--- src/rtl/pc_sequencer.sv ---
// Next-PC controller: owns the PC register and selects sequential, branch, jump,
// jump-register, stall, halt or exception-vector next PC. PC_DELAY_SLOT_EN enables delayed redirects.
module pc_sequencer #(
  parameter int unsigned HOLD_CYCLES = 2,
  parameter logic [31:0] EXC_VECTOR  = 32'h80000180
) (
  input  logic        Clock,
  input  logic        Reset,
  input  logic [31:0] startPC,
  input  logic        Stall,
  input  logic        Halt,
  input  logic        Branch,
  input  logic        Zero,
  input  logic [15:0] BranchOffset,
  input  logic        Jump,
  input  logic [25:0] JumpTarget,
  input  logic        JumpReg,
  input  logic [31:0] RegTarget,
  output logic [31:0] PC,
  output logic [31:0] PCPlus4,
  output logic        Valid,
  output logic        AddrErr,
  output logic        Halted
);

  localparam int unsigned CNT_W = (HOLD_CYCLES > 1) ? $clog2(HOLD_CYCLES) : 1;

  typedef enum logic [1:0] {
    ST_HOLD = 2'd0,
    ST_RUN  = 2'd1,
    ST_HALT = 2'd2
  } state_e;

  state_e             state_q, state_d;
  logic [31:0]        pc_q, pc_d;
  logic [CNT_W-1:0]   cnt_q, cnt_d;
  logic               addr_err_q, addr_err_d;
  logic               valid_q, valid_d;
  logic               halted_q, halted_d;
  logic [31:0]        pc_plus4;
  logic [31:0]        br_tgt;
  logic [31:0]        j_tgt;
  logic [31:0]        tgt;
  logic               redirect;
`ifdef PC_DELAY_SLOT_EN
  logic               pend_q, pend_d;
  logic [31:0]        pend_tgt_q, pend_tgt_d;
`endif

  assign pc_plus4 = pc_q + 32'd4;
  assign br_tgt   = pc_plus4 + {{14{BranchOffset[15]}}, BranchOffset, 2'b00};
  assign j_tgt    = {pc_plus4[31:28], JumpTarget, 2'b00};
  assign redirect = JumpReg | Jump | (Branch & Zero);
  assign tgt      = JumpReg ? RegTarget : (Jump ? j_tgt : br_tgt);

  // Next-state and next-PC selection
  always_comb begin
    state_d    = state_q;
    pc_d       = pc_q;
    cnt_d      = cnt_q;
    addr_err_d = 1'b0;
`ifdef PC_DELAY_SLOT_EN
    pend_d     = pend_q;
    pend_tgt_d = pend_tgt_q;
`endif
    unique case (state_q)
      ST_HOLD: begin
        if (cnt_q == CNT_W'(HOLD_CYCLES - 1)) state_d = ST_RUN;
        else                                  cnt_d   = cnt_q + CNT_W'(1);
      end
      ST_RUN: begin
        if (Halt) begin
          state_d = ST_HALT;
`ifdef PC_DELAY_SLOT_EN
          pend_d  = 1'b0;
`endif
        end else if (Stall) begin
          pc_d = pc_q;
`ifdef PC_DELAY_SLOT_EN
        end else if (pend_q) begin
          pc_d   = pend_tgt_q;
          pend_d = 1'b0;
`endif
        end else if (redirect && (tgt[1:0] != 2'b00)) begin
          pc_d       = EXC_VECTOR;
          addr_err_d = 1'b1;
        end else if (redirect) begin
`ifdef PC_DELAY_SLOT_EN
          pc_d       = pc_plus4;
          pend_d     = 1'b1;
          pend_tgt_d = tgt;
`else
          pc_d       = tgt;
`endif
        end else begin
          pc_d = pc_plus4;
        end
      end
      ST_HALT: state_d = ST_HALT;
      default: state_d = ST_HOLD;
    endcase
    valid_d  = (state_d == ST_RUN);
    halted_d = (state_d == ST_HALT);
  end

  // Registers with synchronous reset overriding every state
  always_ff @(posedge Clock) begin
    if (Reset) begin
      state_q    <= ST_HOLD;
      pc_q       <= startPC;
      cnt_q      <= '0;
      addr_err_q <= 1'b0;
      valid_q    <= 1'b0;
      halted_q   <= 1'b0;
`ifdef PC_DELAY_SLOT_EN
      pend_q     <= 1'b0;
      pend_tgt_q <= '0;
`endif
    end else begin
      state_q    <= state_d;
      pc_q       <= pc_d;
      cnt_q      <= cnt_d;
      addr_err_q <= addr_err_d;
      valid_q    <= valid_d;
      halted_q   <= halted_d;
`ifdef PC_DELAY_SLOT_EN
      pend_q     <= pend_d;
      pend_tgt_q <= pend_tgt_d;
`endif
    end
  end

  assign PC      = pc_q;
  assign PCPlus4 = pc_plus4;
  assign Valid   = valid_q;
  assign AddrErr = addr_err_q;
  assign Halted  = halted_q;

endmodule

--- config.mk ---
export PLATFORM = sky130hd
export DESIGN_NAME = pc_sequencer
export DESIGN_NICKNAME = d
export VERILOG_FILES = /design/src/rtl/pc_sequencer.sv
export SDC_FILE = /design/constraint.sdc
export NUM_CORES = 1
export LEC_CHECK = 0
export CORE_MARGIN = 3
export CORE_UTILIZATION = 40
export CTS_BUF_LIST = sky130_fd_sc_hd__clkbuf_16
export DETAILED_ROUTE_END_ITERATION = 8
export HOLD_SLACK_MARGIN = 0.03
export PLACE_DENSITY = 0.79
export SETUP_SLACK_MARGIN = 0.5
export SKIP_LAST_GASP = 1
export SYNTH_ARGS = -nofsm -noshare
export SYNTH_HDL_FRONTEND = slang
export SYNTH_SLANG_ARGS = --single-unit
--- constraint.sdc ---
create_clock -name Clock -period 3.5 [get_ports Clock]
set_input_delay 0.7 -clock Clock [delete_from_list [all_inputs] [get_ports Clock]]
set_output_delay 0.7 -clock Clock [all_outputs]
set_load 0.02 [all_outputs]
==> out/qor.txt, run 1 <==
pin slew with the least headroom to its limit: 0.977 ns
CTS tree: yes
leakage: 3.55 nW
drt pass-1 iters: 5
critical path launch point type: register
Synth Area in Compound Gates: 29.0%
Clock Skew: 0.0118 ns
Final Power: 2.68 mW
status: complete, but fails checks
Initial Utilization: 41.2%
main combinational cell family by area after synthesis: compound AO/OA/AOI/OAI gates
Sw Pwr: 1.02 mW
final worst setup slack: -0.224 ns
Adder-Cell Fraction of Synth Area: 10.5%
Antenna Nets Post-Route: 0
Die Y-Extent: 112 µm
FMAX: 269 MHz
total gr overflow: 0
minimum clock period: 3.72 ns
Synth Flop Type: edfxtp_1
endpoints failing hold: 0
Net Sw Frac: 38.1%
DR iter-0 viols: 495
hold_buf cts: 0
sequential power share: 21.8%
fraction of registers with async set/reset: 0%
H-tree levels: 2
Max-Cap Viols: 0
I/O pins: 181
gr usage total: 30.5%
Internal Pwr Total: 1.66 mW
clk_lat worst skew: 0.30 ns
Cells after Synth: 553
Root Driver: clkbuf_16
RSZ-0062 raised after global routing: yes
Max clock buf depth: 2
pin count of the biggest net entering global routing: 35
DP Area: 0.00726 mm²
share of cells above drive strength 1: 33.9%
hold_ws: 0.492 ns
final worst-path cycle share: 106%
critical path class: reg -> reg
VDD IR max: 0.000237 V
Syn Area/Cell: 8.12 µm²
Post-synth EDFFs: 32
worst hold-check path type: reg -> reg
WL final: 21700 µm
Die Wd: 112 µm
Final Slew Violations: 0
Final Util: 76.5%
drt drc: 0
row count: 38
Worst slew margin: 34.6%
Mapped Area: 0.00449 mm²
first-pass GRT wire length: 30400 µm
Clock Pin Slew Worst Setup and Hold Paths: 0.07 ns
post-synth cell types: 67
post-layout net count: 1020
die footprint: 0.0125 mm²
vias in the first global route: 5782
YS warnings: 0
Post-Synth Simple-Gate Area: 21.7%
Yosys reg bits: 38
# port buffers: 180
TNS Setup: -1.20 ns
antenna fix cells: 0
Clock Power Share: 21.3%
Placer Congestion: 1.06
Synth-to-Final Area Change: 85.5%
CP arrival: 3.78 ns
crit end category: register
fin area: 0.00833 mm²
clk sinks: 38
fin cells: 1010
detailed placement HPWL: 14900 µm
Via density: 5.99
power share of the combinational group: 57.0%
post-placement cell count: 959
routed len/inst: 21.5 µm
core area: 0.0109 mm²
Final setup viols: 11
initial antenna violation count: 0
routed vias: 6050
Worst EP required: 3.55 ns
Post-Synth XOR/XNOR Area: 9.33%
Pwr Density: 322 mW/mm²
post-synthesis mux area share: 1.84%
Seq/Total Area, Yosys: 24.1%
CTS Buf Count: 5
worst slack, placed: -0.284 ns
failing checks: setup timing
CP Max Fanout: 4
Synth Net Count: 704
-- path summary, 6_finish.rpt --
kind | start | end | slack (ns) | depth (start not counted)
worst min-delay path | cnt_q | cnt_q | 0.49 | 2
worst max-delay path | PC[2] | PC[29] | -0.22 | 18
worst max register to register | PC[2] | PC[29] | -0.22 | 18
worst min register to register | cnt_q | cnt_q | 0.49 | 2
-- placed cells by master, fill, tap and decap left out, drive strengths merged, types with 8 or more instances in the layout --
master,instances
nor2b,10
nor2,39
o22ai,8
inv,15
xnor2,31
a22oi,10
nand3,18
o31ai,8
clkbuf,11
buf,161
o211ai,10
o21ai,39
ha,36
nor3,13
xor2,16
nand4,10
a21o,15
edfxtp,32
clkdlybuf4s50,160
nand2,64
a21oi,50
-- flip-flops by register name, indices dropped and copies added (netlist names) --
| name | flops |
|---|---|
| Halted | 1 |
| AddrErr | 1 |
| Valid | 1 |
| PC | 32 |
| cnt_q | 1 |
| state_q | 2 |
-- worst max-delay path: stages (launching register included) --
cell and delay, ns:
edfxtp_1 0.38, buf_4 0.14, buf_6 0.09, nand2_2 0.06, nor4_4 0.26, buf_4 0.19
and2b_2 0.20, buf_6 0.12, nand2_2 0.07, xnor2_2 0.16, ha_1 0.35, a21o_1 0.18
a21o_1 0.21, a21oi_2 0.19, o21bai_4 0.10, o41ai_2 0.26, xor2_1 0.19, a21oi_1 0.09
a221o_1 0.26
-- power by group through the flow --
stage / Combinational (mW) / Sequential [mW] / Clock, mW
2_1_floorplan: 0.604 / 0.645 / 0
3_3_place_gp: 1.24 / 0.589 / 0
3_5_place_dp: 1.26 / 0.591 / 0
4_1_cts: 1.34 / 0.582 / 0.564
5_1_grt: 1.61 / 0.589 / 0.588
6_report: 1.53 / 0.584 / 0.571
-- what timing repair did --
| item | CTS | global route |
|---|---|---|
| pin swaps | 31 | 49 |
| buffers inserted | 22 | 21 |
| setup endpoints to repair | 43 | 41 |
| resized for setup | 93 | 100 |
-- final cells by class --
type	count	area, µm²
clock buffers	7	175
clock inverters	1	8.76
fillers	728	2560
inverters	15	56.3
multi-input cells	476	3890
flip-flops and latches	38	1080
well taps	140	175
repair buffers	333	2940
-- cell usage after synthesis (4+ instances only) --
| cell | count | area (µm²) |
|---|---|---|
| xor2_1 | 16 | 140 |
| o211ai_1 | 10 | 75.1 |
| nand2b_1 | 7 | 43.8 |
| o21a_1 | 7 | 52.6 |
| inv_1 | 15 | 56.3 |
| nand3_1 | 18 | 90.1 |
| a22oi_1 | 10 | 75.1 |
| nand4_1 | 8 | 50.1 |
| and2_1 | 7 | 43.8 |
| o31a_1 | 4 | 35.0 |
| xnor2_1 | 30 | 263 |
| a211oi_1 | 6 | 45.0 |
| clkbuf_1 | 21 | 78.8 |
| o31ai_1 | 8 | 60.1 |
| a21o_1 | 15 | 113 |
| ha_1 | 36 | 450 |
| o22ai_1 | 8 | 50.1 |
| a21oi_1 | 49 | 245 |
| mux2i_1 | 6 | 60.1 |
| edfxtp_1 | 32 | 961 |
| nor2b_1 | 10 | 62.6 |
| dfxtp_1 | 6 | 120 |
| and3_1 | 6 | 37.5 |
| nand2_1 | 64 | 240 |
| o21ai_0 | 36 | 180 |
| nor2_1 | 39 | 146 |
| nor3_1 | 12 | 60.1 |
-- logic make-up after synthesis --
group | count (synthesis)
compound gates | 194
simple gates | 190
xor+xnor | 47
buf+inv | 39
flops | 38
fa+ha+maj | 37
mux | 8
-- metal layers --
metal / vias up / global-route usage (%) / part of all wire (%) / routed length (µm)
met2: 409 / 52.1 / 49 / 10600
met5: - / 0 / 0 / 0
met4: 0 / 10.2 / 3.7 / 803
met1: 2859 / 38.3 / 37 / 8100
met3: 78 / 6.63 / 10 / 2180
li1: 2704 / - / - / -
Power figures use the tool's default switching activity.
==> run 2: changes to the inputs <==
SKIP_LAST_GASP = default   (was 1)
==> out/qor.txt, run 2 (synthesis results as in run 1) <==
Die Wd: 112 µm (unchanged)
CP arrival: 3.83 ns (+0.05 ns)
fillers: 671 (-7.8%)
Max-Cap Viols: 0 (unchanged)
H-tree levels: 2 (unchanged)
Via density: 6.18 (+3.1%)
row count: 38 (unchanged)
post-layout net count: 1028 (+0.78%)
Pwr Density: 323 mW/mm² (+0.28%)
commonest non-fill, non-tap cells in the layout: 158 x clkdlybuf4s50_1, 155 x buf_4, 56 x nand2_1
critical path class: reg -> reg
total gr overflow: 0 (unchanged)
CTS Buf Count: 5 (unchanged)
I/O pins: 181 (unchanged)
initial antenna violation count: 0 (unchanged)
final worst-path cycle share: 108% (+2.0 points)
endpoints failing hold: 0 (unchanged)
routed vias: 6288 (+3.9%)
WL final: 23300 µm (+7.5%)
antenna fix cells: 0 (unchanged)
Internal Pwr Total: 1.69 mW (+1.6%)
Max clock buf depth: 2 (unchanged)
pin slew with the least headroom to its limit: 1.08 ns (+0.104 ns)
final worst setup slack: -0.293 ns (-0.0693 ns)
Clock Pin Slew Worst Setup and Hold Paths: 0.07 ns (about the same)
Initial Utilization: 41.2% (unchanged)
VDD IR max: 0.000215 V (-9.2%)
# port buffers: 180 (unchanged)
Clock Skew: 0.0122 ns (+0.000362 ns)
worst hold-check path type: reg -> reg
RSZ-0062 raised after global routing: yes
Sw Pwr: 1.08 mW (+5.4%)
first-pass GRT wire length: 30700 µm (+0.95%)
Final Power: 2.76 mW (+3.0%)
critical path launch point type: register
most common cell after layout, fill and taps aside: clkdlybuf4s50_1
Largest register FFs: 32 (unchanged)
post-placement cell count: 959 (unchanged)
failing checks: setup timing
power share of the combinational group: 57.7% (+0.7 points)
Worst slew margin: 27.7% (-7.0 points)
leakage: 3.66 nW (+3.2%)
Final setup viols: 12 (+1)
Die Y-Extent: 112 µm (unchanged)
core area: 0.0109 mm² (unchanged)
clk sinks: 38 (unchanged)
share of cells above drive strength 1: 36.1% (+2.2 points)
FMAX: 264 MHz (-1.8%)
detailed placement HPWL: 14900 µm (unchanged)
Clock Power Share: 21.1% (-0.2 points)
CP Max Fanout: 4 (unchanged)
routed len/inst: 22.9 µm (+6.7%)
drt drc: 0 (unchanged)
Final Util: 78.6% (+2.1 points)
crit end category: register
hold_buf cts: 0 (unchanged)
fin area: 0.00856 mm² (+2.7%)
Placer Congestion: 1.06 (unchanged)
vias in the first global route: 5814 (+0.55%)
DR iter-0 viols: 743 (+50%)
Synth-to-Final Area Change: 90.5%
drt pass-1 iters: 7 (+2)
Antenna Nets Post-Route: 0 (unchanged)
Final Slew Violations: 0 (unchanged)
Worst EP required: 3.53 ns (-0.02 ns)
status: complete, but fails checks
sequential power share: 21.2% (-0.6 points)
fin cells: 1018 (+0.79%)
clk_lat worst skew: 0.30 ns (about the same)
Root Driver: clkbuf_16
gr usage total: 30.7% (+0.16 points)
CTS tree: yes
minimum clock period: 3.79 ns (+0.0693 ns)
die footprint: 0.0125 mm² (unchanged)
Net Sw Frac: 39.0% (+0.88 points)
pin count of the biggest net entering global routing: 35 (unchanged)
DP Area: 0.00726 mm² (unchanged)
==> run 2: final timing paths <==
path	from	to	slack [ns]	depth (start not counted)
hold reg to reg	cnt_q	cnt_q	0.49	2
hold / removal	cnt_q	cnt_q	0.49	2
setup / recovery	PC[5]	PC[23]	-0.29	18
setup reg to reg	PC[5]	PC[23]	-0.29	18
==> run 2: area by class of cell <==
class / instances / area [µm²] / area share, %
Clock buffer: 7 / 175 / 2.05
Clock inverter: 1 / 8.76 / 0.102
Inverter: 15 / 56.3 / 0.658
Multi-Input combinational cell: 476 / 4040 / 47.2
Sequential cell: 38 / 1080 / 12.6
Tap cell: 140 / 175 / 2.05
Timing Repair Buffer: 341 / 3020 / 35.3
==> run 2: layer usage <==
metal	vias to the layer above	share of wire [%]	GRT usage, %
met5	-	0	0
met4	0	6.0	10.2
met2	479	48	52.2
met3	148	10	5.65
met1	2936	36	39.3
li1	2725	-	-
==> run 2: repair_timing <==
action	CTS	global route
endpoints found under the hold margin	0	0
cloned	0	0
setup endpoints to repair	43	41
gates resized for setup	104	125
pin swaps	33	56
buffers inserted	22	29
==> run 2: critical path, cell delays in order (launching register included) <==
cell,delay (ns)
edfxtp_1,0.39
buf_4,0.13
nand3_2,0.11
nor4_4,0.30
buf_4,0.19
buf_4,0.14
xor2_4,0.20
buf_4,0.14
ha_1,0.21
o21ai_1,0.07
nor2_1,0.15
a211oi_2,0.08
o21a_2,0.26
buf_4,0.14
a21boi_2,0.14
o21ai_0,0.12
and4_1,0.24
o41ai_2,0.35
o21ai_1,0.15
==> run 2: metrics by stage <==
step           hold WS, ns  setup slack [ns]  TNS [ns]
6_report             0.492            -0.293     -1.70
5_1_grt              0.546            -0.427     -3.42
4_1_cts              0.499           -0.0411   -0.0957
3_5_place_dp         0.488            -0.284     -2.32
3_3_place_gp         0.454            -0.179     -1.08
2_1_floorplan        0.441            -0.244     -1.67
==> run 2: power groups by stage <==
stage                     registers (mW)  clock network (mW)  logic (mW)
after global placement             0.589                   0        1.24
after detailed placement           0.591                   0        1.26
after global routing               0.592               0.591        1.67
after floorplan                    0.645                   0       0.604
final                              0.585               0.584        1.59
after CTS                          0.582               0.564        1.35
